### config.mk
export PLATFORM = sky130hd
export DESIGN_NAME = uart_status_fifo_reg
export DESIGN_NICKNAME = d
export VERILOG_FILES = /design/src/rtl/uart_pkg.sv /design/src/rtl/uart_sync_fifo.sv /design/src/rtl/uart_status_fifo_reg.sv
export SDC_FILE = /design/constraint.sdc
export NUM_CORES = 1
export LEC_CHECK = 0
export ABC_CLOCK_PERIOD_IN_PS = 4800
export BUFFER_PORTS_ARGS = -buffer_cell sky130_fd_sc_hd__buf_4
export CORE_AREA = 5 5 113 115
export DETAILED_ROUTE_END_ITERATION = 12
export DIE_AREA = 0 0 118 120
export GPL_ROUTABILITY_DRIVEN = 1
export MAX_ROUTING_LAYER = met4
export PLACE_DENSITY_LB_ADDON = 0.15
export SYNTH_ARGS = -nofsm -noshare
export SYNTH_HDL_FRONTEND = slang
export SYNTH_HIERARCHICAL = 1
export SYNTH_SLANG_ARGS = --single-unit
### constraint.sdc
create_clock -name clk -period 4.8 [get_ports clk]
set_clock_uncertainty 0.15 [all_clocks]
set_input_delay 0.24 -clock clk [delete_from_list [all_inputs] [get_ports clk]]
set_output_delay 0.24 -clock clk [all_outputs]
set_load 0.05 [all_outputs]
### src/rtl/uart_pkg.sv
// rtl/uart_pkg.sv - status word bit offsets and irq enable indices for the UART status block
package uart_pkg;

  // Offsets above the data field in the status word
  localparam int ST_VALID  = 0;
  localparam int ST_RXBUSY = 1;
  localparam int ST_TXBUSY = 2;
  localparam int ST_FRAME  = 3;
  localparam int ST_OVR    = 4;
  localparam int ST_PAR    = 5;
  localparam int ST_THR    = 6;
  localparam int ST_IRQ    = 7;
  localparam int ST_FLAGS  = 8;

  localparam int IE_FRAME = 0;
  localparam int IE_PAR   = 1;
  localparam int IE_OVR   = 2;
  localparam int IE_THR   = 3;

endpackage

### src/rtl/uart_sync_fifo.sv
// rtl/uart_sync_fifo.sv - first-word fall-through synchronous FIFO with occupancy counter
module uart_sync_fifo #(
  parameter int WIDTH = 8,
  parameter int DEPTH = 8
) (
  input  logic                     clk,
  input  logic                     arst_n,
  input  logic                     push,
  input  logic                     pop,
  input  logic [WIDTH-1:0]         wdata,
  output logic                     full,
  output logic                     empty,
  output logic [$clog2(DEPTH):0]   level,
  output logic [WIDTH-1:0]         head
);

  localparam int PTR_W = $clog2(DEPTH);
  localparam int LVL_W = PTR_W + 1;

  logic [WIDTH-1:0] mem [DEPTH];
  logic [PTR_W-1:0] wr_ptr;
  logic [PTR_W-1:0] rd_ptr;
  logic             do_push;
  logic             do_pop;

  // A pop on a full FIFO frees the slot the simultaneous push lands in
  assign do_pop  = pop & ~empty;
  assign do_push = push & (~full | do_pop);

  always_ff @(posedge clk or negedge arst_n) begin
    if (!arst_n) begin
      wr_ptr <= '0;
      rd_ptr <= '0;
      level  <= '0;
    end else begin
      if (do_push) wr_ptr <= wr_ptr + PTR_W'(1);
      if (do_pop)  rd_ptr <= rd_ptr + PTR_W'(1);
      case ({do_push, do_pop})
        2'b10:   level <= level + LVL_W'(1);
        2'b01:   level <= level - LVL_W'(1);
        default: level <= level;
      endcase
    end
  end

  always_ff @(posedge clk) begin
    if (do_push) mem[wr_ptr] <= wdata;
  end

  assign full  = (level == LVL_W'(DEPTH));
  assign empty = (level == '0);
  assign head  = empty ? '0 : mem[rd_ptr];

endmodule

### src/rtl/uart_status_fifo_reg.sv
// rtl/uart_status_fifo_reg.sv - UART status register with RX FIFO, sticky errors and maskable irq
module uart_status_fifo_reg
  import uart_pkg::*;
#(
  parameter int DATA_W = 8,
  parameter int DEPTH  = 8,
  parameter int THRESH = 4
) (
  input  logic                    clk,
  input  logic                    arst_n,
  input  logic                    recv_error,
  input  logic                    recv_parity_err,
  input  logic                    recv_busy,
  input  logic                    tnsm_busy,
  input  logic                    recv_int,
  input  logic [DATA_W-1:0]       recv_data,
  input  logic                    re,
  input  logic [DATA_W+7:0]       rmask,
  input  logic [3:0]              irq_en,
  output logic [DATA_W+7:0]       status_data,
  output logic [$clog2(DEPTH):0]  level,
  output logic                    irq
);

  localparam int STATUS_W = DATA_W + ST_FLAGS;
  localparam int LVL_W    = $clog2(DEPTH) + 1;

  logic              full;
  logic              empty;
  logic              pop_req;
  logic [DATA_W-1:0] head;
  logic              rx_busy;
  logic              tx_busy;
  logic              frame_err;
  logic              overrun;
  logic              parity_err;
  logic              thresh;
  logic              overrun_set;
  logic              unused_rmask;

  assign pop_req = re & rmask[DATA_W+ST_VALID];

  uart_sync_fifo #(
    .WIDTH (DATA_W),
    .DEPTH (DEPTH)
  ) u_fifo (
    .clk    (clk),
    .arst_n (arst_n),
    .push   (recv_int),
    .pop    (pop_req),
    .wdata  (recv_data),
    .full   (full),
    .empty  (empty),
    .level  (level),
    .head   (head)
  );

  // full implies non-empty, so any pop request relieves the overrun
  assign overrun_set = recv_int & full & ~pop_req;

  // Set beats a same-cycle clear on every sticky bit
  always_ff @(posedge clk or negedge arst_n) begin
    if (!arst_n) begin
      rx_busy    <= 1'b0;
      tx_busy    <= 1'b0;
      frame_err  <= 1'b0;
      overrun    <= 1'b0;
      parity_err <= 1'b0;
    end else begin
      rx_busy    <= recv_busy;
      tx_busy    <= tnsm_busy;
      frame_err  <= recv_error | (frame_err & ~(re & rmask[DATA_W+ST_FRAME]));
      overrun    <= overrun_set | (overrun & ~(re & rmask[DATA_W+ST_OVR]));
      parity_err <= recv_parity_err | (parity_err & ~(re & rmask[DATA_W+ST_PAR]));
    end
  end

  assign thresh = (level >= LVL_W'(THRESH));
  assign irq    = |(irq_en & {thresh, overrun, parity_err, frame_err});

  always_comb begin
    status_data                     = '0;
    status_data[DATA_W-1:0]         = head;
    status_data[DATA_W+ST_VALID]    = ~empty;
    status_data[DATA_W+ST_RXBUSY]   = rx_busy;
    status_data[DATA_W+ST_TXBUSY]   = tx_busy;
    status_data[DATA_W+ST_FRAME]    = frame_err;
    status_data[DATA_W+ST_OVR]      = overrun;
    status_data[DATA_W+ST_PAR]      = parity_err;
    status_data[DATA_W+ST_THR]      = thresh;
    status_data[STATUS_W-1]         = irq;
  end

  assign unused_rmask = ^{rmask[DATA_W-1:0], rmask[DATA_W+ST_RXBUSY], rmask[DATA_W+ST_TXBUSY],
                          rmask[DATA_W+ST_THR], rmask[DATA_W+ST_IRQ]};

endmodule
==> results of run 1 <==
## through the flow
step	power, mW	hold WS (ns)
floorplan	1.799	-0.2056
global placement	2.089	-0.03348
detailed placement	2.090	-0.03251
CTS	2.794	0.00001602
global route	2.913	0.01989
finish	2.746	0.01447
## what timing repair did
action                    4_1_cts  5_1_grt
hold buffers                   13        0
resized for setup               0        0
hold endpoints to repair       83        0
## metal layers
| metal | global-route usage (%) | vias up |
|---|---|---|
| met3 | 3.299 | 7 |
| met2 | 17.29 | 24 |
| met4 | 4.301 | 0 |
| met5 | - | - |
| met1 | 13.42 | 947 |
| li1 | - | 906 |
## state kept, by name, summed over array words and instances, names as in the netlist
register and flops:
frame_err 1, overrun 1, parity_err 1, rx_busy 1, tx_busy 1, u_fifo/level 4, u_fifo/mem 64, u_fifo/rd_ptr 3
u_fifo/wr_ptr 3
## how the worst max path moves through the flow
stage | start | endpoint | slack, ns | cells past startpoint
floorplan | u_fifo/level[0] | u_fifo/level[2] | 2.21 | 9
global placement | re | u_fifo/mem[4][5] | 1.85 | 6
detailed placement | re | u_fifo/mem[7][3] | 1.82 | 6
CTS | u_fifo/level[0] | u_fifo/mem[7][4] | 2.03 | 4
global route | u_fifo/level[0] | u_fifo/mem[7][2] | 1.88 | 4
finish | u_fifo/level[0] | u_fifo/mem[7][4] | 2.10 | 4
## tightest hold or removal path, stage by stage
cell       delay, ns
buf_4           0.07
nand2_1         0.04
o2bb2ai_1       0.10
## kinds of logic after synthesis
logic type	synth area share, %
compound gates	4.426
xor+xnor	1.024
fa+ha+maj	2.048
buf+inv	4.389
flops	67.15
mux	13.79
simple gates	7.169
## power breakdown
| part | internal [mW] | switching, mW |
|---|---|---|
| clock | 0.409 | 0.278 |
| combinational | 0.414 | 0.654 |
| sequential | 0.866 | 0.126 |
| total | 1.69 | 1.06 |
## Yosys cell counts (all sizes together), types with 2 or more instances
library cell and instances:
mux2i 10, nand3 4, nor3 6, a21o 3, a31oi 3, buf 15, nand2 15, ha 4
a21oi 2, edfxtp 64, nand2b 5, or3 2, dfrtp 15, mux4 16, o21ai 3, xnor2 4
o22ai 2, inv 7, nor2 16
## layout make-up
cell class	count	area, um2
Clock inverter	7	80.08
Inverter	8	31.28
Multi-Input combinational cell	108	983.4
Sequential cell	79	2297
Tap cell	147	183.9
Timing Repair Buffer	58	467.9
Clock buffer	9	225.2
Fill cell	1152	7442
==> impl_metrics.json, run 1 <==
{
  "power_leakage_nw": 1.572,
  "required_ns": 4.60,
  "final_cells": 416,
  "drt-initial-drc-count": 95,
  "met3WireLength_um": 241,
  "crit_chain": "nor3_1 -> a31oi_1 -> nand2_1 -> nor2_1",
  "crit_arrival_ns": 2.50,
  "cts_setup_buffers": 0,
  "initial_core_util_pct": 29.21,
  "rr_endpoint": "u_fifo/mem[7][4]",
  "setup.worst_path.start_class": "flip-flop",
  "max_slew_margin_pct": 28.51,
  "yosys-top-cells-area": "edfxtp_1, dfrtp_1, mux4_2",
  "setup_tns_ns": 0,
  "synth_flop_cell": "edfxtp_1",
  "numPortBuffers": 44,
  "holdPathStages": 3,
  "fin_area_um2": 4269,
  "die_y_um": 120,
  "n_antenna_cell": 0,
  "worst_slew_pin_slew_ns": 1.068,
  "setup_viol": 0,
  "fmax_mhz": 370.8,
  "placementRows": 40,
  "gp_congestion": 0.6831,
  "cp_slowest_stage_delay_ns": 0.86,
  "maxCapViolCount": 0,
  "layout.nets": 305,
  "ys_warn_count": 6,
  "ys_ff_latch": 79,
  "cp_slowest_cell": "nor2_1",
  "drive_above_1_share_pct": 32.34,
  "rsz0062_at_grt": "no",
  "grt_pass1_vias": 1978,
  "crit_type": "flip-flop to flip-flop",
  "final_max_slew_viol_count": 0,
  "tritoncts": "yes",
  "antenna_found_initial": 0,
  "clkTransAtPathRegs_ns": 0.06,
  "fin_util_pct": 36.45,
  "ios": 57,
  "powerDensity_nw_per_um2": 643.2,
  "final_common_cell": "edfxtp_1",
  "hold_end": "overrun",
  "fin_crit_sh_pct": 56.18,
  "vias_per_cell": 4.529,
  "grt_usage_pct": 11.01,
  "place_inst": 387,
  "finalHoldViolCount": 0,
  "overflow": 0,
  "area_growth_syn_to_layout_pct": 24.80,
  "ys_seq_area_share_pct": 67.15,
  "fin_ws_ns": 2.103,
  "finalWirelength_mm": 7.039,
  "wl_per_cell_um": 16.92,
  "dp_slack_ns": 1.820,
  "grt_max_degree": 19,
  "ant_nets": 0,
  "die_area_um2": 14160,
  "dpl.hpwl_mm": 4.380,
  "clk_latency_ns": 0.33,
  "place_area_um2": 3834,
  "root_buffer": "clkbuf_16",
  "period_needed_ns": 2.697,
  "post-route-drc-count": 0,
  "hp-start": "rmask[12]",
  "synth_area_um2": 3421,
  "path_buf_inv": 0,
  "fp.coreArea_um2": 11710,
  "dr_wl_met2_mm": 3.479,
  "cts_buffers": 9,
  "synthArstFlopShare_pct": 18.99,
  "clock_sinks": 79,
  "grt_pass1_wl_mm": 11.21,
  "clockBufferDepth": 2,
  "synth_cells": 211,
  "hp-class": "input port to flip-flop",
  "cp_max_fo": 10,
  "mostFrequentLayoutCells": "edfxtp_1, buf_4, nor2_1, mux4_2",
  "synth_top_area_share_pct": 56.18,
  "ys_types": 41,
  "synth_area_leader_cell": "edfxtp_1",
  "syn_nets": 252,
  "first_pass_iters": 4,
  "cp-end-kind": "flip-flop",
  "reg2reg_from": "u_fifo/level[0]",
  "status": "finished, final reports clean",
  "reg2reg_slack_ns": 2.10,
  "routed.top_layer": "met4",
  "synth_edf_count": 64,
  "dieWidth_um": 118,
  "cp_top_family": "simple AND/OR/NAND/NOR gates",
  "r2r_cells": 4,
  "syn_area_per_cell_um2": 16.21,
  "vias": 1884,
  "peakVddDrop_mv": 0.3313,
  "wl_met1_mm": 3.210,
  "h-tree-depth": 3
}
Power figures use the tool's default switching activity.
==> run 2, diff against run 1 <==
Settings changed: ABC_CLOCK_PERIOD_IN_PS 4800 to 2500.
Clock period 4.8 ns to 2.5 ns, I/O delays scaled along.
==> impl_metrics.json, run 2 (synthesis gave the netlist of run 1 again) <==
{
  "status": "finished, final reports clean",
  "p_total_mw": 5.471,
  "crit_arrival_ns": 2.21,
  "first_pass_iters": 6,
  "maxCapViolCount": 0,
  "fin_area_um2": 4442,
  "power_leakage_nw": 1.651,
  "seqPwrFrac_pct": 33.2,
  "r2r_cells": 4,
  "hp-class": "input port to flip-flop",
  "mostFrequentLayoutCells": "edfxtp_1, buf_4, dlygate4sd3_1",
  "required_ns": 2.30,
  "root_buffer": "clkbuf_16",
  "max_slew_margin_pct": 30.19,
  "final_common_cell": "edfxtp_1",
  "setup_viol": 0,
  "cp-end-kind": "flip-flop",
  "overflow": 0,
  "gp_congestion": 0.7151,
  "grt_usage_pct": 11.08,
  "place_area_um2": 3938,
  "clock_sinks": 79,
  "fp.coreArea_um2": 11710,
  "area_growth_syn_to_layout_pct": 29.85,
  "ant_nets": 0,
  "fin_util_pct": 37.93,
  "h-tree-depth": 3,
  "clockBufferDepth": 2,
  "clk_latency_ns": 0.33,
  "reg2reg_from": "u_fifo/level[0]",
  "crit_type": "flip-flop to flip-flop",
  "die_area_um2": 14160,
  "grt_max_degree": 19,
  "whs_ns": 0.01924,
  "fin_crit_sh_pct": 96.36,
  "setup_tns_ns": 0,
  "finalHoldViolCount": 0,
  "dieWidth_um": 118,
  "p_int_mw": 3.442,
  "final_cells": 433,
  "placementRows": 40,
  "antenna_found_initial": 0,
  "period_needed_ns": 2.409,
  "fin_ws_ns": 0.09091,
  "dpl.hpwl_mm": 4.613,
  "vias_per_cell": 4.612,
  "dp_slack_ns": 0.1139,
  "grt_pass1_vias": 2009,
  "vias": 1997,
  "peakVddDrop_mv": 0.4840,
  "grt_pass1_wl_mm": 11.52,
  "top_register": "u_fifo/mem",
  "numPortBuffers": 44,
  "cts_buffers": 9,
  "powerDensity_nw_per_um2": 1232,
  "clkTransAtPathRegs_ns": 0.06,
  "layout.nets": 322,
  "fmax_mhz": 415.1,
  "worst_slew_pin_slew_ns": 1.043,
  "finalWirelength_mm": 7.105,
  "tritoncts": "yes",
  "largest_reg_flops": 64,
  "drive_above_1_share_pct": 35.66,
  "startpoint": "u_fifo/level[0]",
  "pwr-share-clk_pct": 25.2,
  "comb_power_share_pct": 41.6,
  "cp_max_fo": 8,
  "reg.largest.list": "u_fifo/mem (64), u_fifo/level (4)",
  "ios": 57,
  "n_antenna_cell": 0,
  "rsz0062_at_grt": "no",
  "wl_per_cell_um": 16.41,
  "setup.worst_path.start_class": "flip-flop",
  "switching_share_pct": 37.10,
  "initial_core_util_pct": 29.21,
  "final_max_slew_viol_count": 0,
  "cts_setup_buffers": 0,
  "hp-start": "recv_int",
  "place_inst": 400,
  "drt-initial-drc-count": 78,
  "p_sw_mw": 2.030,
  "post-route-drc-count": 0,
  "holdPathStages": 3,
  "die_y_um": 120
}
[run 2: changes by cell type in the layout (fill, tap and decap cells not counted), moves of 2 or more]
cell           delta
nor3_2            -2
dlygate4sd3_1     +4
dfrtp_1           -3
dfrtp_2           +3
clkinv_4          -2
nor3_1            +2
buf_4            +12
[run 2: repair_timing]
| action | in CTS | in global routing |
|---|---|---|
| hold buffers | 17 | 0 |
| resized for setup | 0 | 2 |
| endpoints found under the hold margin | 84 | 0 |
| endpoints found under the setup margin | 0 | 7 |
[run 2: path summary, 6_finish.rpt]
kind / endpoint / slack (ns)
worst min-delay path: u_fifo/level[0] / 0.02
worst max-delay path: u_fifo/mem[7][7] / 0.09
worst min register to register: u_fifo/wr_ptr[0] / 0.37
worst max register to register: u_fifo/mem[7][7] / 0.09
min in group asynchronous: tx_busy / 0.05
max in group asynchronous: u_fifo/level[2] / 1.96
[run 2: per-layer routing]
metal	vias to the layer above	part of all wire, %	GRT usage, %
met3	10	3.8	2.922
met4	0	1.5	4.516
met1	1018	46	14.30
li1	938	-	-
met2	31	49	16.65
met5	-	0	-
[run 2: worst max-delay path, stage by stage, from the launching register on]
cell     delay (ns)
dfrtp_2        0.40
nor3_1         0.09
a31oi_1        0.36
nand2_1        0.19
nor2_1         0.83
[run 2: layout make-up]
type	count	area, um2
timing repair buffer	75	618.1
fill	1130	7269
inverter	8	31.28
sequential	79	2301
clock buffer	9	225.2
tap	147	183.9
clock inverter	7	93.84
multi-input combinational	108	988.4
[run 2: power by group through the flow]
stage                     clock network, mW  logic, mW  registers [mW]
final                                  1.38       2.27            1.82
after global routing                   1.49       2.45            1.84
after CTS                              1.43       2.30            1.82
after detailed placement                  0       2.28            1.85
after global placement                    0       2.27            1.84
after floorplan                           0       1.58            1.88
==> run 3, diff against run 2 <==
Settings changed: ABC_AREA from default to 1.
==> impl_metrics.json, run 3 <==
{
  "pwr-share-clk_pct": 22.8,
  "synthArstFlopShare_pct": 18.99,
  "wl_per_cell_um": 14.84,
  "fp.coreArea_um2": 11710,
  "p_int_mw": 3.241,
  "grt_max_degree": 34,
  "cts_setup_buffers": 0,
  "r2r_cells": 8,
  "vias": 2313,
  "dp_slack_ns": 0.3649,
  "fin_crit_sh_pct": 86.78,
  "required_ns": 2.23,
  "syn_area_per_cell_um2": 11.13,
  "ys_seq_area_share_pct": 67.43,
  "whs_ns": 0.04476,
  "synth.most_common_cell": "nor2_1",
  "initial_core_util_pct": 29.09,
  "setup_tns_ns": 0,
  "finalWirelength_mm": 7.838,
  "drt-initial-drc-count": 88,
  "comb_power_share_pct": 43.9,
  "reg2reg_from": "u_fifo/level[2]",
  "setup.worst_path.start_class": "flip-flop",
  "synth_edf_count": 64,
  "synth_top_area_share_pct": 56.41,
  "hp-class": "input port to asynchronous set/reset pin",
  "ys_ff_latch": 79,
  "drive_above_1_share_pct": 22.57,
  "clk_latency_ns": 0.33,
  "cp-end-kind": "primary output",
  "clkTransAtPathRegs_ns": 0.06,
  "crit_arrival_ns": 1.89,
  "overflow": 0,
  "layout.nets": 417,
  "synthTopCellsByCount": "nor2_1, edfxtp_1, o21ai_1, nand2_1, o21ai_0",
  "maxCapViolCount": 0,
  "syn_nets": 347,
  "ant_nets": 0,
  "ios": 57,
  "reg2reg_slack_ns": 0.35,
  "yosys-top-cells-area": "edfxtp_1, dfrtp_1, nor2_1",
  "rr_endpoint": "u_fifo/mem[5][1]",
  "numPortBuffers": 44,
  "peakVddDrop_mv": 0.4631,
  "seqPwrFrac_pct": 33.3,
  "rsz0062_at_grt": "no",
  "switching_share_pct": 42.24,
  "post-route-drc-count": 0,
  "grt_pass1_vias": 2374,
  "reg.largest.list": "u_fifo/mem (64), u_fifo/level (4)",
  "setup_viol": 0,
  "synth_area_um2": 3407,
  "n_antenna_cell": 0,
  "power_leakage_nw": 1.750,
  "cts_buffers": 9,
  "status": "finished, final reports clean",
  "grt_pass1_wl_mm": 12.76,
  "max_slew_margin_pct": 72.02,
  "period_needed_ns": 2.169,
  "synth_flop_cell": "edfxtp_1",
  "die_area_um2": 14160,
  "top_register": "u_fifo/mem",
  "gp_congestion": 0.7095,
  "clock_sinks": 79,
  "vias_per_cell": 4.381,
  "fin_ws_ns": 0.3306,
  "largest_reg_flops": 64,
  "grt_usage_pct": 12.14,
  "final_max_slew_viol_count": 0,
  "clockBufferDepth": 2,
  "area_growth_syn_to_layout_pct": 29.71,
  "tritoncts": "yes",
  "fmax_mhz": 461.0,
  "synth_cells": 306,
  "first_pass_iters": 4,
  "dpl.hpwl_mm": 5.078,
  "crit_type": "flip-flop to primary output",
  "cp_max_fo": 13,
  "dieWidth_um": 118,
  "antenna_found_initial": 0,
  "ys_types": 26,
  "ys_warn_count": 6,
  "finalHoldViolCount": 0,
  "synth_area_leader_cell": "edfxtp_1",
  "die_y_um": 120,
  "final_common_cell": "nor2_1",
  "placementRows": 40,
  "root_buffer": "clkbuf_16",
  "h-tree-depth": 3,
  "p_sw_mw": 2.370,
  "nFillCells": 1167,
  "mostFrequentLayoutCells": "nor2_1, edfxtp_1, buf_4",
  "powerDensity_nw_per_um2": 1270,
  "worst_slew_pin_slew_ns": 0.4196
}
[run 3: cell types whose count changed in the layout (fill, tap and decap cells not counted), sizes merged, moves of 3 or more]
| cell | change |
|---|---|
| nor2 | +58 |
| nand3 | +3 |
| nand2 | +15 |
| xor2 | +4 |
| mux4 | -16 |
| inv | +10 |
| nand2b | -5 |
| xnor2 | -3 |
| mux2i | -10 |
| o21ai | +54 |
| a31oi | -3 |
[run 3: metrics by stage]
stage | power, mW | util (%) | instances | area [um2]
2_1_floorplan | 3.600 | - | 306 | 3407
3_3_place_gp | 4.337 | 33.55 | 493 | 3929
3_5_place_dp | 4.360 | 33.55 | 493 | 3929
4_1_cts | 5.709 | 37.72 | 528 | 4418
5_1_grt | 6.015 | 37.74 | 528 | 4419
6_report | 5.611 | 37.74 | 528 | 4419
[run 3: cell families (layout without fill, tap and decap cells)]
logic type      count (synthesis)  count (layout)  share of synthesized area [%]
fa+ha+maj                       5               5                          2.057
xor+xnor                        5               5                          1.285
flops                          79              79                          67.43
buf+inv                        36             111                          5.215
simple gates                  117             117                          14.21
mux                             1               1                         0.3305
compound gates                 63              63                          9.475
[run 3: area by class of cell]
type | instances | area [um2] | share of cell area, %
sequential | 79 | 2298 | 52.01
multi-input combinational | 191 | 932.1 | 21.09
timing repair buffer | 77 | 638.1 | 14.44
clock buffer | 9 | 225.2 | 5.096
tap | 147 | 183.9 | 4.162
clock inverter | 7 | 71.32 | 1.614
inverter | 18 | 70.07 | 1.586
[run 3: power groups by stage]
stage / Sequential (mW) / Combinational (mW) / Clock [mW]
after global placement: 1.89 / 2.45 / 0
after global routing: 1.90 / 2.73 / 1.39
after floorplan: 1.92 / 1.68 / 0
final: 1.87 / 2.46 / 1.28
after detailed placement: 1.89 / 2.47 / 0
after CTS: 1.87 / 2.51 / 1.33
[run 3: worst max-delay path, stage by stage (launching register included)]
cell and delay, ns:
dfrtp_2 0.50, buf_4 0.25, nor2_1 0.07, nor2_1 0.08, o21ai_1 0.07, o21ai_1 0.09, o21ai_0 0.09, nor2_1 0.18
buf_4 0.24
[run 3: how the worst max path moves through the flow]
stage	from	to	depth (start not counted)
after floorplan	u_fifo/level[2]	u_fifo/mem[1][0]	6
after global placement	u_fifo/level[2]	u_fifo/mem[5][1]	8
after detailed placement	u_fifo/level[2]	u_fifo/mem[5][1]	8
after CTS	u_fifo/rd_ptr[0]	status_data[1]	8
after global routing	u_fifo/rd_ptr[0]	status_data[1]	8
final	u_fifo/rd_ptr[0]	status_data[1]	8
[run 3: what timing repair did]
item                                    in CTS  in global routing
endpoints found under the setup margin       1                  1
endpoints found under the hold margin       85                  0
hold buffers                                19                  0
pin swaps                                    0                  0
gates resized for setup                      1                  1
[run 3: per-layer routing]
| layer | up-vias | share of wire [%] | track usage (%) |
|---|---|---|---|
| met2 | 25 | 52 | 20.16 |
| met4 | 0 | 1.2 | 5.376 |
| li1 | 1181 | - | - |
| met3 | 9 | 2.4 | 2.356 |
| met5 | - | 0 | - |
| met1 | 1098 | 44 | 14.38 |
